[src/rtl/mux_4b.sv]
// mux_4b: registered 2:1 address-source select (program counter vs RAM side).
// Each output bit is a lane instance; outSel records the select last loaded.
// Optional build macro MUX_CLR_EN: a non-enabled edge clears the outputs
// (gated OR-bus driver) instead of holding them.

module mux_4b_lane (
    input  logic clk,
    input  logic rst,
    input  logic enable,
    input  logic sel,
    input  logic pbit,
    input  logic rbit,
    output logic obit
);
    // one output bit: reset > load selected source > hold/clear
    always_ff @(posedge clk) begin
        if (rst)
            obit <= 1'b0;
        else if (enable)
            obit <= sel ? rbit : pbit;
`ifdef MUX_CLR_EN
        else
            obit <= 1'b0;
`else
        else
            obit <= obit;
`endif
    end
endmodule

module mux_4b #(
    parameter int WIDTH = 4
) (
    input  logic             clk,
    input  logic             rst,
    input  logic             enable,
    input  logic             sel,
    input  logic [WIDTH-1:0] programP,
    input  logic [WIDTH-1:0] Ram,
    output logic [WIDTH-1:0] outBits,
    output logic             outSel
);
    // bitwise lanes for the data path
    for (genvar i = 0; i < WIDTH; i++) begin : g_lane
        mux_4b_lane u_lane (
            .clk    (clk),
            .rst    (rst),
            .enable (enable),
            .sel    (sel),
            .pbit   (programP[i]),
            .rbit   (Ram[i]),
            .obit   (outBits[i])
        );
    end

    // select tag follows the same reset/load/idle rules as the data
    always_ff @(posedge clk) begin
        if (rst)
            outSel <= 1'b0;
        else if (enable)
            outSel <= sel;
`ifdef MUX_CLR_EN
        else
            outSel <= 1'b0;
`else
        else
            outSel <= outSel;
`endif
    end
endmodule

[config.mk]
export PLATFORM = sky130hd
export DESIGN_NAME = mux_4b
export DESIGN_NICKNAME = d
export VERILOG_FILES = /design/src/rtl/mux_4b.sv
export SDC_FILE = /design/constraint.sdc
export NUM_CORES = 1
export LEC_CHECK = 0
export BUFFER_PORTS_ARGS = -buffer_cell sky130_fd_sc_hd__buf_2
export CAP_MARGIN = 5
export CORE_AREA = 2 2 39 41
export CTS_CLUSTER_DIAMETER = 120
export CTS_CLUSTER_SIZE = 40
export DETAILED_ROUTE_END_ITERATION = 12
export DIE_AREA = 0 0 41 43
export GPL_TIMING_DRIVEN = 0
export PLACE_DENSITY_LB_ADDON = 0.25
export SYNTH_ARGS = -nofsm -noshare
export SYNTH_HDL_FRONTEND = slang
export SYNTH_SLANG_ARGS = --single-unit
[constraint.sdc]
create_clock -name clk -period 1.65 [get_ports clk]
set_input_delay 0.2475 -clock clk [delete_from_list [all_inputs] [get_ports clk]]
set_output_delay 0.2475 -clock clk [all_outputs]
set_load 0.02 [all_outputs]
==> impl_metrics.toml, run 1 <==
[yosys]
ys_types = 7
ys_warn_count = 0
netlist_area_um2 = 245
syn_nets = 37
avgSynthCellArea_um2 = 9.81
ys_seq_area_share_pct = 40.8
synth_top_cells_by_area = "dfxtp_1 (41%), mux2i_1 (20%), a211oi_1 (12%)"
synth_seq_cells = 5
post_synth_inst_count = 25
yosysTopAreaCellShare_pct = 40.8
yosys.area.top_type = "dfxtp_1"

[power]
p_leak_nw = 0.190
p_per_area_nw_per_um2 = 951
p_comb_share_pct = 18.9
ir_drop_v = 0.000239
sw_frac_of_total_pct = 25.5
power.share.sequential_pct = 38.9
p_clk_share_pct = 42.1
p_switching_w = 0.0000877
intPower_w = 0.000256

[clocking]
insertion_delay_ns = 0.24
tritoncts = "yes"
cts-root-buf = "clkbuf_4"
cts_repair_resize_count = 0
h-tree-depth = 1
path_clk_slew_ns = 0.05
numCtsBuffers = 3
postCtsSetupBuffers = 0
cts.sinks = 5
cts_hold_buf = 0
clockBufferDepth = 2

[hold_path]
hold_depth = 2
min_from = "rst"
whs_endpoint = "g_lane[2].u_lane.obit$_SDFFE_PP0P_"
hp-class = "input pin to register"

[place]
placed_area_um2 = 335
gp_congestion = 0.606
dp_hpwl_um = 393
place.port_buffers = 14
dp.cells = 55

[timing]
period_needed_ns = 1.06
rsz0062_at_grt = "false"
fin_tns_setup_ns = 0
setup_viol = 0
fin_crit_sh_pct = 64.1
max_freq_ghz = 0.945
worst_pin_slew_ns = 0.153
maxSlewHeadroom_pct = 89.5
fin_hold_ws_ns = 0.238
drv_slew = 0
skew_ns = 0
hold_violations = 0

[layout]
syn_to_final_growth_pct = 47.4
layout-drive-gt1-share_pct = 53.5
final_nets = 56
multi_input_area_um2 = 98.8
fin_area_um2 = 362
stdcell_count = 59
regArea_um2 = 100
fill_cells = 165
n_antenna_cell = 0

[routing]
vias = 216
drc = 0
routedWlPerCell_um = 8.29
drtAntennaViolNets = 0
drt_iter0_markers = 0
finalWirelength_um = 489
drtPass1Iterations = 1
viasPerCell = 3.66

[die]
initial_core_util_pct = 17.7
die_height_um = 43
core-area_um2 = 1380
die-area_um2 = 1760
rows = 14
die_width_um = 41
io_pins = 17

[setup_path]
max_stage_delay_ns = 0.30
criticalPathCategory = "register to primary output"
reg2reg_from = "g_lane[1].u_lane.obit$_SDFFE_PP0P_"
arrival_ns = 0.81
required_ns = 1.40
path_max_fanout = 2
reg2regPathDepth = 2
timing.reg2reg.setup_slack_ns = 1.02
critPathCaptureType = "primary output"
r2r_end = "g_lane[1].u_lane.obit$_SDFFE_PP0P_"
path_cells = "buf_4, buf_2"
critPathLaunchType = "register"
cp_top_family = "flip-flops"
path_buf_inv = 2
cp_slowest_cell = "dfxtp_1"

[run]
cap_violations = 0

[grt]
grt_max_degree = 10
antenna_found_initial = 0
grtUsageTotal_pct = 7.62
grt.overflow.total = 0
grt_pass1_wl_um = 855
grt_pass1_vias = 230

[status]
run_status = "finished, final reports clean"
==> metal layers <==
metal | global-route usage, % | up-vias | routed length (um)
li1 | - | 117 | -
met1 | 9.62 | 90 | 208
met2 | 8.44 | 9 | 237
met3 | 2.09 | 0 | 43
met4 | 10.0 | 0 | 0
met5 | 0 | - | 0
==> worst max path at each step <==
stage | startpoint | cells after the start | slack (ns) | to
finish | g_lane[1].u_lane.obit$_SDFFE_PP0P_ | 2 | 0.59 | outBits[1]
global placement | g_lane[0].u_lane.obit$_SDFFE_PP0P_ | 2 | 0.84 | outBits[0]
global route | g_lane[0].u_lane.obit$_SDFFE_PP0P_ | 2 | 0.54 | outBits[0]
detailed placement | g_lane[0].u_lane.obit$_SDFFE_PP0P_ | 2 | 0.85 | outBits[0]
floorplan | sel | 3 | 0.91 | g_lane[0].u_lane.obit$_SDFFE_PP0P_
CTS | g_lane[0].u_lane.obit$_SDFFE_PP0P_ | 2 | 0.58 | outBits[0]
==> power by group through the flow <==
| stage | Sequential (W) | Combinational, W | Clock, W |
|---|---|---|---|
| finish | 0.000134 | 0.0000651 | 0.000145 |
| global placement | 0.000136 | 0.0000654 | 0 |
| CTS | 0.000134 | 0.0000663 | 0.000150 |
| global route | 0.000135 | 0.0000730 | 0.000157 |
| floorplan | 0.000137 | 0.0000420 | 0 |
| detailed placement | 0.000136 | 0.0000662 | 0 |
==> worst reg2reg max path, cell delays in order (launching register included) <==
cell,delay [ns]
dfxtp_1,0.32
nor2_1,0.04
a211oi_1,0.19
==> logic make-up (layout without fill, tap and decap cells) <==
kind of cell / count (synthesis) / in the layout / synth area share (%)
and+or+nand+nor: 5 / 5 / 7.65
muxes: 5 / 5 / 20.4
buffers and inverters: 6 / 24 / 18.9
DFF: 5 / 5 / 40.8
AOI/OAI and AO/OA: 4 / 4 / 12.2
==> layout make-up <==
class,instances,share of cell area [%]
clock buffers,4,7.27
multi-input cells,14,27.3
well taps,16,5.54
flip-flops and latches,5,27.7
plain buffers,6,12.8
repair buffers,14,19.4
==> sequential cells by signal, indices dropped and copies added, names as in the netlist <==
| signal | flops |
|---|---|
| outSel | 1 |
| g_lane.u_lane.obit | 4 |
==> synthesized netlist by cell type (all sizes together) <==
cell type and instances:
a211oi 4, buf 6, nor2 5, mux2i 5
dfxtp 5
==> layout by cell type (no fill, tap or decap) <==
cell type,Yosys,layout
clkbuf_4,0,3
dfxtp_1,5,5
buf_6,1,1
buf_4,4,4
mux2i_1,5,5
nor2_1,5,5
clkbuf_1,0,1
a211oi_1,4,4
buf_2,1,15
==> stage by stage <==
stage	setup slack, ns	utilization (%)	power [W]
after CTS	0.579	26.1	0.000350
after global placement	0.842	24.2	0.000202
after global routing	0.543	26.1	0.000365
after floorplan	0.908	-	0.000179
final	0.592	26.1	0.000344
after detailed placement	0.845	24.2	0.000203
Power figures use the tool's default switching activity.
==> run 2: changes to the inputs <==
==> constraint.sdc (replaced) <==
create_clock -name clk -period 1 [get_ports clk]
set_input_delay 0.15 -clock clk [delete_from_list [all_inputs] [get_ports clk]]
set_output_delay 0.15 -clock clk [all_outputs]
set_load 0.02 [all_outputs]
==> run 2 against run 1 <==
  * Die area unchanged
  * Clock power up 65%
  * Combinational power up 71%
  * Critical path type unchanged
  * Worst hold slack got worse by 0.098 ns
  * First-iteration DRC count unchanged
  * Global-route usage is the same
  * Highest routed layer unchanged
  * Largest cell class unchanged
  * Cell count is the same
  * Non-clock buffer count unchanged
==> impl_metrics.toml, run 2 (synthesis results as in run 1) <==
[status]
run_status = "finished, final reports clean"

[die]
die_height_um = 43
initial_core_util_pct = 17.7
rows = 14
io_pins = 17
die-area_um2 = 1760
die_width_um = 41
core-area_um2 = 1380

[layout]
fill_cells = 164
layout_common_cells = "buf_2 (13), buf_4 (6), mux2i_1 (5), nor2_1 (5), dfxtp_1 (5)"
final_common_cell = "buf_2"
syn_to_final_growth_pct = 49.5
largestRegisters = "g_lane.u_lane.obit (4), outSel (1)"
regArea_um2 = 100
multi_input_area_um2 = 98.8
layout-drive-gt1-share_pct = 53.5
largest-register = "g_lane.u_lane.obit"
n_antenna_cell = 0
largest_register_ffs = 4
post-route-util_pct = 26.5
stdcell_count = 59
final_nets = 56

[clocking]
postCtsSetupBuffers = 0
tritoncts = "yes"
clockBufferDepth = 2
numCtsBuffers = 3
cts.sinks = 5
h-tree-depth = 1
cts-root-buf = "clkbuf_4"
path_clk_slew_ns = 0.05
insertion_delay_ns = 0.24
cts_repair_resize_count = 0
cts_hold_buf = 0

[setup_path]
criticalPathCategory = "register to primary output"
path_buf_inv = 2
max_stage_delay_ns = 0.30
crit_cells = 2
critPathLaunchType = "register"
cp_slowest_cell = "dfxtp_1"
reg2regPathDepth = 2
critPathCaptureType = "primary output"
arrival_ns = 0.81
required_ns = 0.85
path_max_fanout = 2
cp_top_family = "flip-flops"
path_cells = "buf_4, buf_2"

[timing]
max_freq_ghz = 1.04
period_needed_ns = 0.960
drv_slew = 0
setup_viol = 0
worst_pin_slew_ns = 0.153
fin_crit_sh_pct = 96.0
rsz0062_at_grt = "false"
fin_hold_ws_ns = 0.140
setup_ws_ns = 0.0397
hold_violations = 0
fin_tns_setup_ns = 0
maxSlewHeadroom_pct = 89.5
skew_ns = 0

[routing]
drtAntennaViolNets = 0
viasPerCell = 3.66
drtPass1Iterations = 1
vias = 216
finalWirelength_um = 489
drt_iter0_markers = 0
drc = 0
routedWlPerCell_um = 8.29

[power]
ir_drop_v = 0.000394
p_per_area_nw_per_um2 = 1560
p_leak_nw = 0.191

[grt]
grt_pass1_vias = 230
antenna_found_initial = 0
grtUsageTotal_pct = 7.62
grt_max_degree = 10
grt.overflow.total = 0
grt_pass1_wl_um = 855

[place]
gp_congestion = 0.606
place_ws_ns = 0.293
dp_hpwl_um = 393
place.port_buffers = 14
dp.cells = 55

[run]
cap_violations = 0

[hold_path]
hold_depth = 2
hp-class = "input pin to register"
==> run 2: report_power, final <==
group          internal, W  switching, W
Clock             0.000151     0.0000879
Sequential        0.000214    0.00000633
Combinational    0.0000601     0.0000509
Total             0.000426      0.000145
==> run 2: path summary, 6_finish.rpt <==
| kind | slack [ns] | endpoint | startpoint |
|---|---|---|---|
| worst max register to register | 0.37 | g_lane[1].u_lane.obit$_SDFFE_PP0P_ | g_lane[1].u_lane.obit$_SDFFE_PP0P_ |
| worst min register to register | 0.48 | g_lane[0].u_lane.obit$_SDFFE_PP0P_ | g_lane[0].u_lane.obit$_SDFFE_PP0P_ |
| worst min-delay path | 0.14 | g_lane[2].u_lane.obit$_SDFFE_PP0P_ | rst |
| worst max-delay path | 0.04 | outBits[1] | g_lane[1].u_lane.obit$_SDFFE_PP0P_ |
==> run 2: layout make-up <==
cell class	instances	area share (%)
Clock buffer	4	7.17
Buffer	6	12.6
Multi-Input combinational cell	14	27.0
Timing Repair Buffer	14	20.5
Sequential cell	5	27.3
Tap cell	16	5.46
==> run 2: stage by stage <==
step / instance area (um^2) / power, W
after floorplan: 245 / 0.000296
after global placement: 335 / 0.000333
after detailed placement: 335 / 0.000334
after CTS: 362 / 0.000577
after global routing: 367 / 0.000606
final: 367 / 0.000571
==> run 2: routing by layer <==
layer	wire (um)	share of wire (%)	up-vias	global-route usage (%)
met4	0	0	0	10.0
met1	208	43	90	9.62
met3	42	8.6	0	2.09
met5	0	0	-	0
met2	238	49	9	8.44
li1	-	-	117	-
